===== src/rtl/up_down_mod_counter_pkg.sv =====
// Shared constants for the up/down modulus counter: direction encoding and
// the classification of a single enabled step.
package up_down_mod_counter_pkg;

    localparam logic MODE_UP   = 1'b1;
    localparam logic MODE_DOWN = 1'b0;

    // STEP_HOLD covers the down-count re-entry case, where an out-of-range
    // count is pulled back to max_val without raising either flag.
    typedef enum logic [2:0] {
        STEP_INC  = 3'd0,
        STEP_DEC  = 3'd1,
        STEP_WRAP = 3'd2,
        STEP_SAT  = 3'd3,
        STEP_HOLD = 3'd4
    } step_e;

endpackage : up_down_mod_counter_pkg


===== src/rtl/up_down_mod_counter_next.sv =====
// Combinational next-count logic for one enabled step of the modulus counter.
// It knows nothing about clear, load or enable; the top level arbitrates those.
module up_down_mod_counter_next
    import up_down_mod_counter_pkg::*;
#(
    parameter int WIDTH = 4
) (
    input  logic [WIDTH-1:0] count_i,
    input  logic             mode_i,
    input  logic             saturate_i,
    input  logic [WIDTH-1:0] max_val_i,
    output logic [WIDTH-1:0] next_count_o,
    output logic             wrap_o,
    output logic             sat_o
);

    localparam logic [WIDTH-1:0] ONE = WIDTH'(1);

    step_e step;

    // Classify the step; a count at or above max_val is treated as the top
    // boundary going up, and as out-of-range (re-entry) going down.
    always_comb begin
        step = STEP_HOLD;
        if (mode_i == MODE_UP) begin
            if (count_i < max_val_i) begin
                step = STEP_INC;
            end else if (!saturate_i) begin
                step = STEP_WRAP;
            end else begin
                step = STEP_SAT;
            end
        end else begin
            if (count_i > max_val_i) begin
                step = STEP_HOLD;
            end else if (count_i != '0) begin
                step = STEP_DEC;
            end else if (!saturate_i) begin
                step = STEP_WRAP;
            end else begin
                step = STEP_SAT;
            end
        end
    end

    // Map the step class to the new count and the flag values it produces.
    always_comb begin
        next_count_o = count_i;
        wrap_o       = 1'b0;
        sat_o        = 1'b0;
        unique case (step)
            STEP_INC:  next_count_o = count_i + ONE;
            STEP_DEC:  next_count_o = count_i - ONE;
            STEP_WRAP: begin
                next_count_o = (mode_i == MODE_UP) ? '0 : max_val_i;
                wrap_o       = 1'b1;
            end
            STEP_SAT: begin
                next_count_o = (mode_i == MODE_UP) ? max_val_i : '0;
                sat_o        = 1'b1;
            end
            STEP_HOLD: next_count_o = max_val_i;
            default:   next_count_o = count_i;
        endcase
    end

endmodule : up_down_mod_counter_next


===== src/rtl/up_down_mod_counter.sv =====
// Up/down counter with programmable modulus, synchronous clear and load,
// wrap or saturate at the boundaries. Registers and control priority live
// here; the step arithmetic lives in up_down_mod_counter_next.
module up_down_mod_counter
    import up_down_mod_counter_pkg::*;
#(
    parameter int               WIDTH   = 4,
    parameter logic [WIDTH-1:0] RST_VAL = '0
) (
    input  logic             clk,
    input  logic             reset,
    input  logic             en,
    input  logic             mode,
    input  logic             saturate,
    input  logic [WIDTH-1:0] max_val,
    input  logic             clear,
    input  logic             load,
    input  logic [WIDTH-1:0] load_val,
    output logic [WIDTH-1:0] count,
    output logic             tc,
    output logic             wrap,
    output logic             sat
);

    logic [WIDTH-1:0] count_q, count_d;
    logic             wrap_q, wrap_d;
    logic             sat_q, sat_d;

    logic [WIDTH-1:0] step_count;
    logic             step_wrap;
    logic             step_sat;
    logic [WIDTH-1:0] load_clamped;

    up_down_mod_counter_next #(
        .WIDTH(WIDTH)
    ) u_next (
        .count_i     (count_q),
        .mode_i      (mode),
        .saturate_i  (saturate),
        .max_val_i   (max_val),
        .next_count_o(step_count),
        .wrap_o      (step_wrap),
        .sat_o       (step_sat)
    );

    assign load_clamped = (load_val > max_val) ? max_val : load_val;

    // Arbitrate clear > load > en > hold; wrap is a pulse, sat persists while idle.
    always_comb begin
        count_d = count_q;
        wrap_d  = 1'b0;
        sat_d   = sat_q;
        if (clear) begin
            count_d = '0;
            sat_d   = 1'b0;
        end else if (load) begin
            count_d = load_clamped;
            sat_d   = 1'b0;
        end else if (en) begin
            count_d = step_count;
            wrap_d  = step_wrap;
            sat_d   = step_sat;
        end
    end

    // State registers with asynchronous active-low reset.
    always_ff @(posedge clk or negedge reset) begin
        if (!reset) begin
            count_q <= RST_VAL;
            wrap_q  <= 1'b0;
            sat_q   <= 1'b0;
        end else begin
            count_q <= count_d;
            wrap_q  <= wrap_d;
            sat_q   <= sat_d;
        end
    end

    assign count = count_q;
    assign wrap  = wrap_q;
    assign sat   = sat_q;
    assign tc    = (mode == MODE_UP) ? (count_q >= max_val) : (count_q == '0);

endmodule : up_down_mod_counter

===== config.mk =====
export PLATFORM = sky130hd
export DESIGN_NAME = up_down_mod_counter
export DESIGN_NICKNAME = d
export VERILOG_FILES = /design/src/rtl/up_down_mod_counter_pkg.sv /design/src/rtl/up_down_mod_counter_next.sv /design/src/rtl/up_down_mod_counter.sv
export SDC_FILE = /design/constraint.sdc
export NUM_CORES = 1
export LEC_CHECK = 0
export ABC_AREA = 1
export CAP_MARGIN = 5
export CORE_MARGIN = 5
export CORE_UTILIZATION = 35
export CTS_CLUSTER_SIZE = 8
export DETAILED_ROUTE_END_ITERATION = 8
export PLACE_DENSITY = 0.58
export SLEW_MARGIN = 20
export SYNTH_ARGS = -nofsm -noshare
export SYNTH_HDL_FRONTEND = slang
export SYNTH_SLANG_ARGS = --single-unit

===== constraint.sdc =====
create_clock -name clk -period 2.6 [get_ports clk]
set_clock_uncertainty 0.15 [all_clocks]
set_input_delay 0.26 -clock clk [delete_from_list [all_inputs] [get_ports clk]]
set_output_delay 0.26 -clock clk [all_outputs]
set_load 0.02 [all_outputs]

* After elaboration in Yosys (flattened, before gate mapping)
Cells that the tools add are included.
Widths: inputs -> output; s select.
** Storage, ports and cells
- Output and inout port bits :: 7
- Word-level logic and storage cells :: 40
- Bits in registers :: 6
- Bits of input ports :: 15
** Cells by class
- Reductions and logical operators :: 6
- Equality and inequality tests :: 4
- Multiplexer cells :: 21
- $lt $le $gt $ge :: 4
- Add/sub/neg operators :: 2
** Operators by type and width (count)
- $mux 4 :: 6
- $pmux 4 s5 :: 1
- $mux 1 :: 10
- $mux 3 :: 3
- $gt 4x4->1 :: 2
- $reduce_bool 7->1 :: 1
- $eq 3x2->1 const B :: 2
- $add 4x1->4 const B :: 1
- $ge 4x4->1 :: 1
- $logic_not 4->1 :: 1
- $lt 4x4->1 :: 1
- $reduce_bool 4->1 :: 1
- $sub 4x1->4 const B :: 1
- $eq 3x1->1 const B :: 1
- $eq 3x3->1 const B :: 1
- $logic_not 3->1 :: 1
- $reduce_bool 3->1 :: 1
- $mux 2 :: 1
- $reduce_and 2->1 :: 1

* Logic depth before layout (Yosys ltp)
- Word-level depth :: 9
- Mapped depth :: 23
- Depth with buffers taken out :: 23

* Modules after synthesis
From an unflattened synthesis, not the netlist that was laid out.
** Unflattened totals
- Cell total of the unflattened synthesis :: 148
- Area, all modules :: 943.4 um2
** Modules (own cells, without submodules)
- up_down_mod_counter :: cells an instance 82, area an instance 548.0 um2, times used 1, sequential area each 150.1 um2
- up_down_mod_counter_next :: cells an instance 66, area an instance 395.4 um2, times used 1, sequential area each 0.0 um2

* Worst setup path after synthesis
Ideal clock, no wire load.
- Path type :: reg-to-reg
- Start :: reg count_q[1], in the netlist count[1]
- End :: reg count_q[3], in the netlist count[3]
- Path buffers :: 0
- Period minus slack after synthesis :: 2.460 ns
- Path slack :: 0.140 ns
- Required time :: 2.333 ns
- Cell stages (with the launch flop) :: 21
- Data arrival time :: 2.194 ns
- Library setup time :: 0.117 ns
- Cell sequence :: dfrtp_1 -> ha_1 -> nand2_1 -> nand2_2 -> nand2_4 -> nand2_4 -> nand2_4 -> nand2_2 -> nand2_4 -> nand2_1 -> inv_1 -> ha_1 -> nand2_1 -> inv_1 -> nand3_1 -> nand2_1 -> nand2_1 -> nand3_1 -> nand2_1 -> nand2_1 -> nand2_1
** Between the ends
- Cells in the longest elaborated chain, start to end :: 9
- Elaborated cells between the ends (all ways) :: 20
- Classes of those cells :: 2 x add/sub; 2 x order compare; 4 x eq/ne; 8 x mux; 4 x reduce/logical
** Ends and longest elaborated chain
- start, declared :: RTL line up_down_mod_counter.sv:25 : logic [WIDTH-1:0] count_q, count_d;
- start signal, assigned :: RTL line up_down_mod_counter.sv:73 : count_q <= count_d;
- parallel branches: the longest is 9 deep, another holds $gt 4x4->1
Several ways; the timed one is not identified. The select of a mux whose other input is x is not followed.
A chain may end at the register's enable or synchronous reset.

* Worst setup path after layout
Ends and elaborated chain as after synthesis.

==> qor.yml <==
r2r-start: "count[1]$_DFFE_PN0P_"
drtIter0Drc: 29
grt_pass1_wl_um: 3800
place.gp.congestion: 0.836
cts_buffers: 3
syn_inst: 135
finalPower_w: 0.000855
synthesis.area_um2: 858
p_leak_nw: 0.751
multiInputGateArea_um2: 704
ant_nets: 0
ir_drop_mv: 0.278
tritoncts: "yes"
nFillCells: 235
synth_top_family_by_area: "simple AND/OR/NAND/NOR gates"
clock_sinks: 6
clockPowerShare_pct: 10.1
seq_area_frac_synth_pct: 17.5
hold_viol: 0
synth_async_sr_flop_share_pct: 100
dr.max_layer_used: "met4"
num_rows: 18
clock-root-buffer: "clkbuf_4"
finalSetupViolations: 0
synth_mux_area_share_pct: 0
gr-total-overflow: 0
tightest_slew_ns: 0.260
worst_setup_path_start_kind: "register"
synth_xor_xnor_area_share_pct: 2.04
finalNetCount: 212
worstPathRequired_ns: 2.58
ys_seq_elements: 6
die_w_um: 59.5
worstSkewPairLatency_ns: 0.24
grtUsageTotal_pct: 13.6
seq_area_um2: 151
wl_per_cell_um: 10.9
path_clk_slew_ns: 0.04
floorplan.initialDensity_pct: 35.6
synthAdderAreaFrac_pct: 14.6
dieArea_um2: 3540
synth_ff_type: "dfrtp_1"
h-tree-depth: 1
slowest_stage: "dfrtp_1"
remaining_drc_errors: 0
portBuffers: 21
slowest_delay_ns: 0.43
p_sw_share_pct: 45.0
yosys.area_share.simple_pct: 43.1
met1_length_um: 1090
cts.path.max_buffers: 2
drive_gt1_share_pct: 36.8
vias: 982
finalWirelength_um: 2340
critPathLaunch: "count[1]$_DFFE_PN0P_"
power.internal_w: 0.000470
dpl-instance-area_um2: 1270
ios: 22
via_per_inst: 4.57
fin_crit_sh_pct: 93.6
synth_top_cell_by_area: "nand2_1"
cp_common_cell: "nand2_1"
synth_edf_count: 0
area_delta_synth_final_pct: 66.2
synth_compound_area_share_pct: 11.2
die_y_um: 59.5
fmax_ghz: 0.411
final_area_um2: 1430
pwr-share-comb_pct: 75.6
coreArea_um2: 2410
dr_wl_met2_um: 1170
synth.area.top_cells: "nand2_1, dfrtp_1, ha_1"
grt_pass1_vias: 926
synth_top_area_share_pct: 17.9
seqPwrFrac_pct: 14.4
maxSlewViolCount: 0
hpwl_um: 1910
ys_warn_count: 0
path_cells: "ha_4 -> nand2_2 -> nand2_2 -> nand2_4 -> nand2_4 -> nand2_4 -> a21oi_4 -> nand2_2 -> inv_1 -> ha_4 -> nand4_1 -> nand2_1 -> inv_1 -> nand3_1 -> nand3_1 -> nand2_1 -> nand2_1 -> nand2_1"
power_density_nw_per_um2: 600
drt-pass1-iter-count: 4
p_switching_w: 0.000385
cp_max_fo: 3
dr_wl_met3_um: 63
outcome: "complete, no violations"
max_slew_margin_pct: 82.6
critical_path_class: "register to register"
hp-class: "primary input to async pin"
syn-mean-instance-area_um2: 6.36
antenna_found_initial: 0
end_kind: "register"
arrival_ns: 2.42
syn_nets: 160
rsz0062_at_grt: "true"
antenna_cells: 0
layout_setup_ws_ns: 0.166
fin_crit_ns: 2.43
grt_max_degree: 9
pre_cts_ws_ns: -0.260
synth_cell_types: 21
drv_cap: 0
## cells in the mapped netlist (3+ instances only)
library cell	count
dfrtp_1	6
nand2_1	41
a21oi_1	6
nand3_2	3
nor2_2	3
ha_1	10
o21ai_0	5
nand3_1	8
inv_2	4
a21oi_2	3
inv_1	21
nand2_4	4
nand2_2	5
nor2_1	7
## cell type report
type | count | area share [%]
inverters | 26 | 6.93
well taps | 30 | 2.63
flip-flops and latches | 6 | 10.6
multi-input cells | 103 | 49.4
clock buffers | 3 | 1.58
repair buffers | 47 | 28.9
## per-layer routing
| layer | GRT usage [%] | vias up |
|---|---|---|
| li1 | - | 529 |
| met4 | 1.90 | 0 |
| met2 | 24.2 | 15 |
| met1 | 17.6 | 436 |
| met5 | 0 | - |
| met3 | 2.18 | 2 |
## per-stage QoR
step | hold slack [ns] | util (%) | setup TNS, ns | std cells
finish | 0.0992 | 59.2 | 0 | 215
floorplan | -0.186 | - | 0 | 135
detailed placement | 0.326 | 52.8 | -0.763 | 208
global placement | 0.317 | 52.8 | -0.668 | 208
global route | 0.112 | 59.2 | -0.110 | 215
CTS | 0.0980 | 53.6 | 0 | 211
## logic make-up (layout without fill, tap and decap cells)
| group | count (synthesis) | in the layout |
|---|---|---|
| AO/OA/AOI/OAI | 16 | 16 |
| XOR/XNOR | 2 | 2 |
| adder cells (fa/ha/maj) | 10 | 10 |
| buffers and inverters | 26 | 76 |
| flip-flops | 6 | 6 |
| AND/OR/NAND/NOR | 75 | 75 |
## critical path, delay by kind of cell, from the launching register on
kind / cells / cell delay (ns)
compound gates: 1 / 0.22
fa+ha+maj: 2 / 0.51
buf+inv: 2 / 0.15
flops: 1 / 0.43
simple gates: 13 / 0.86
## cells in the final DEF, fill, tap and decap left out
cell type,netlist,routed
o211ai_1,2,2
ha_1,10,6
nor3_1,1,1
nand3_1,8,7
dfrtp_1,6,5
ha_4,0,4
o21ai_0,5,5
nand3_2,3,3
buf_4,0,26
inv_1,21,17
dfrtp_2,0,1
clkdlybuf4s50_1,0,17
nand3b_1,1,1
a21oi_1,6,6
nand3_4,0,1
xnor2_2,0,1
nand4_1,2,2
clkinv_2,1,1
xor2_1,1,1
clkbuf_4,0,3
nor2_1,7,7
dlymetal6s2s_1,0,3
a21oi_4,0,1
nand2_1,41,36
dlygate4sd2_1,0,1
a21oi_2,3,2
inv_2,4,8
nor2_2,3,3
nand2_4,4,5
nand2_2,5,9
## power groups by stage
stage / Sequential (W) / Clock [W] / Combinational [W]
after floorplan: 0.000143 / 0 / 0.000305
after global placement: 0.000121 / 0 / 0.000537
after detailed placement: 0.000121 / 0 / 0.000539
after CTS: 0.000119 / 0.0000896 / 0.000538
after global routing: 0.000124 / 0.0000971 / 0.000723
final: 0.000123 / 0.0000861 / 0.000646
## registers in the layout (all words and copies together) (netlist names)
signal	count
wrap	1
count	4
sat	1
## what timing repair did
item / in CTS / in global routing
buffers inserted: 0 / 4
endpoints found under the setup margin: 1 / 4
gates resized for setup: 1 / 23
hold buffers: 0 / 0
gates cloned: 0 / 0
pin swaps: 0 / 18
## worst paths after layout
kind	to	slack, ns	cells after the start
min in group clk	count[3]$_DFFE_PN0P_	0.30	5
worst max register to register	count[3]$_DFFE_PN0P_	0.17	18
worst min-delay path	sat$_DFFE_PN0P_	0.1	1
worst max-delay path	count[3]$_DFFE_PN0P_	0.17	18
max in group asynchronous	count[3]$_DFFE_PN0P_	1.98	1
worst min register to register	sat$_DFFE_PN0P_	0.33	2
No activity file was read; power rests on OpenSTA's default activity.
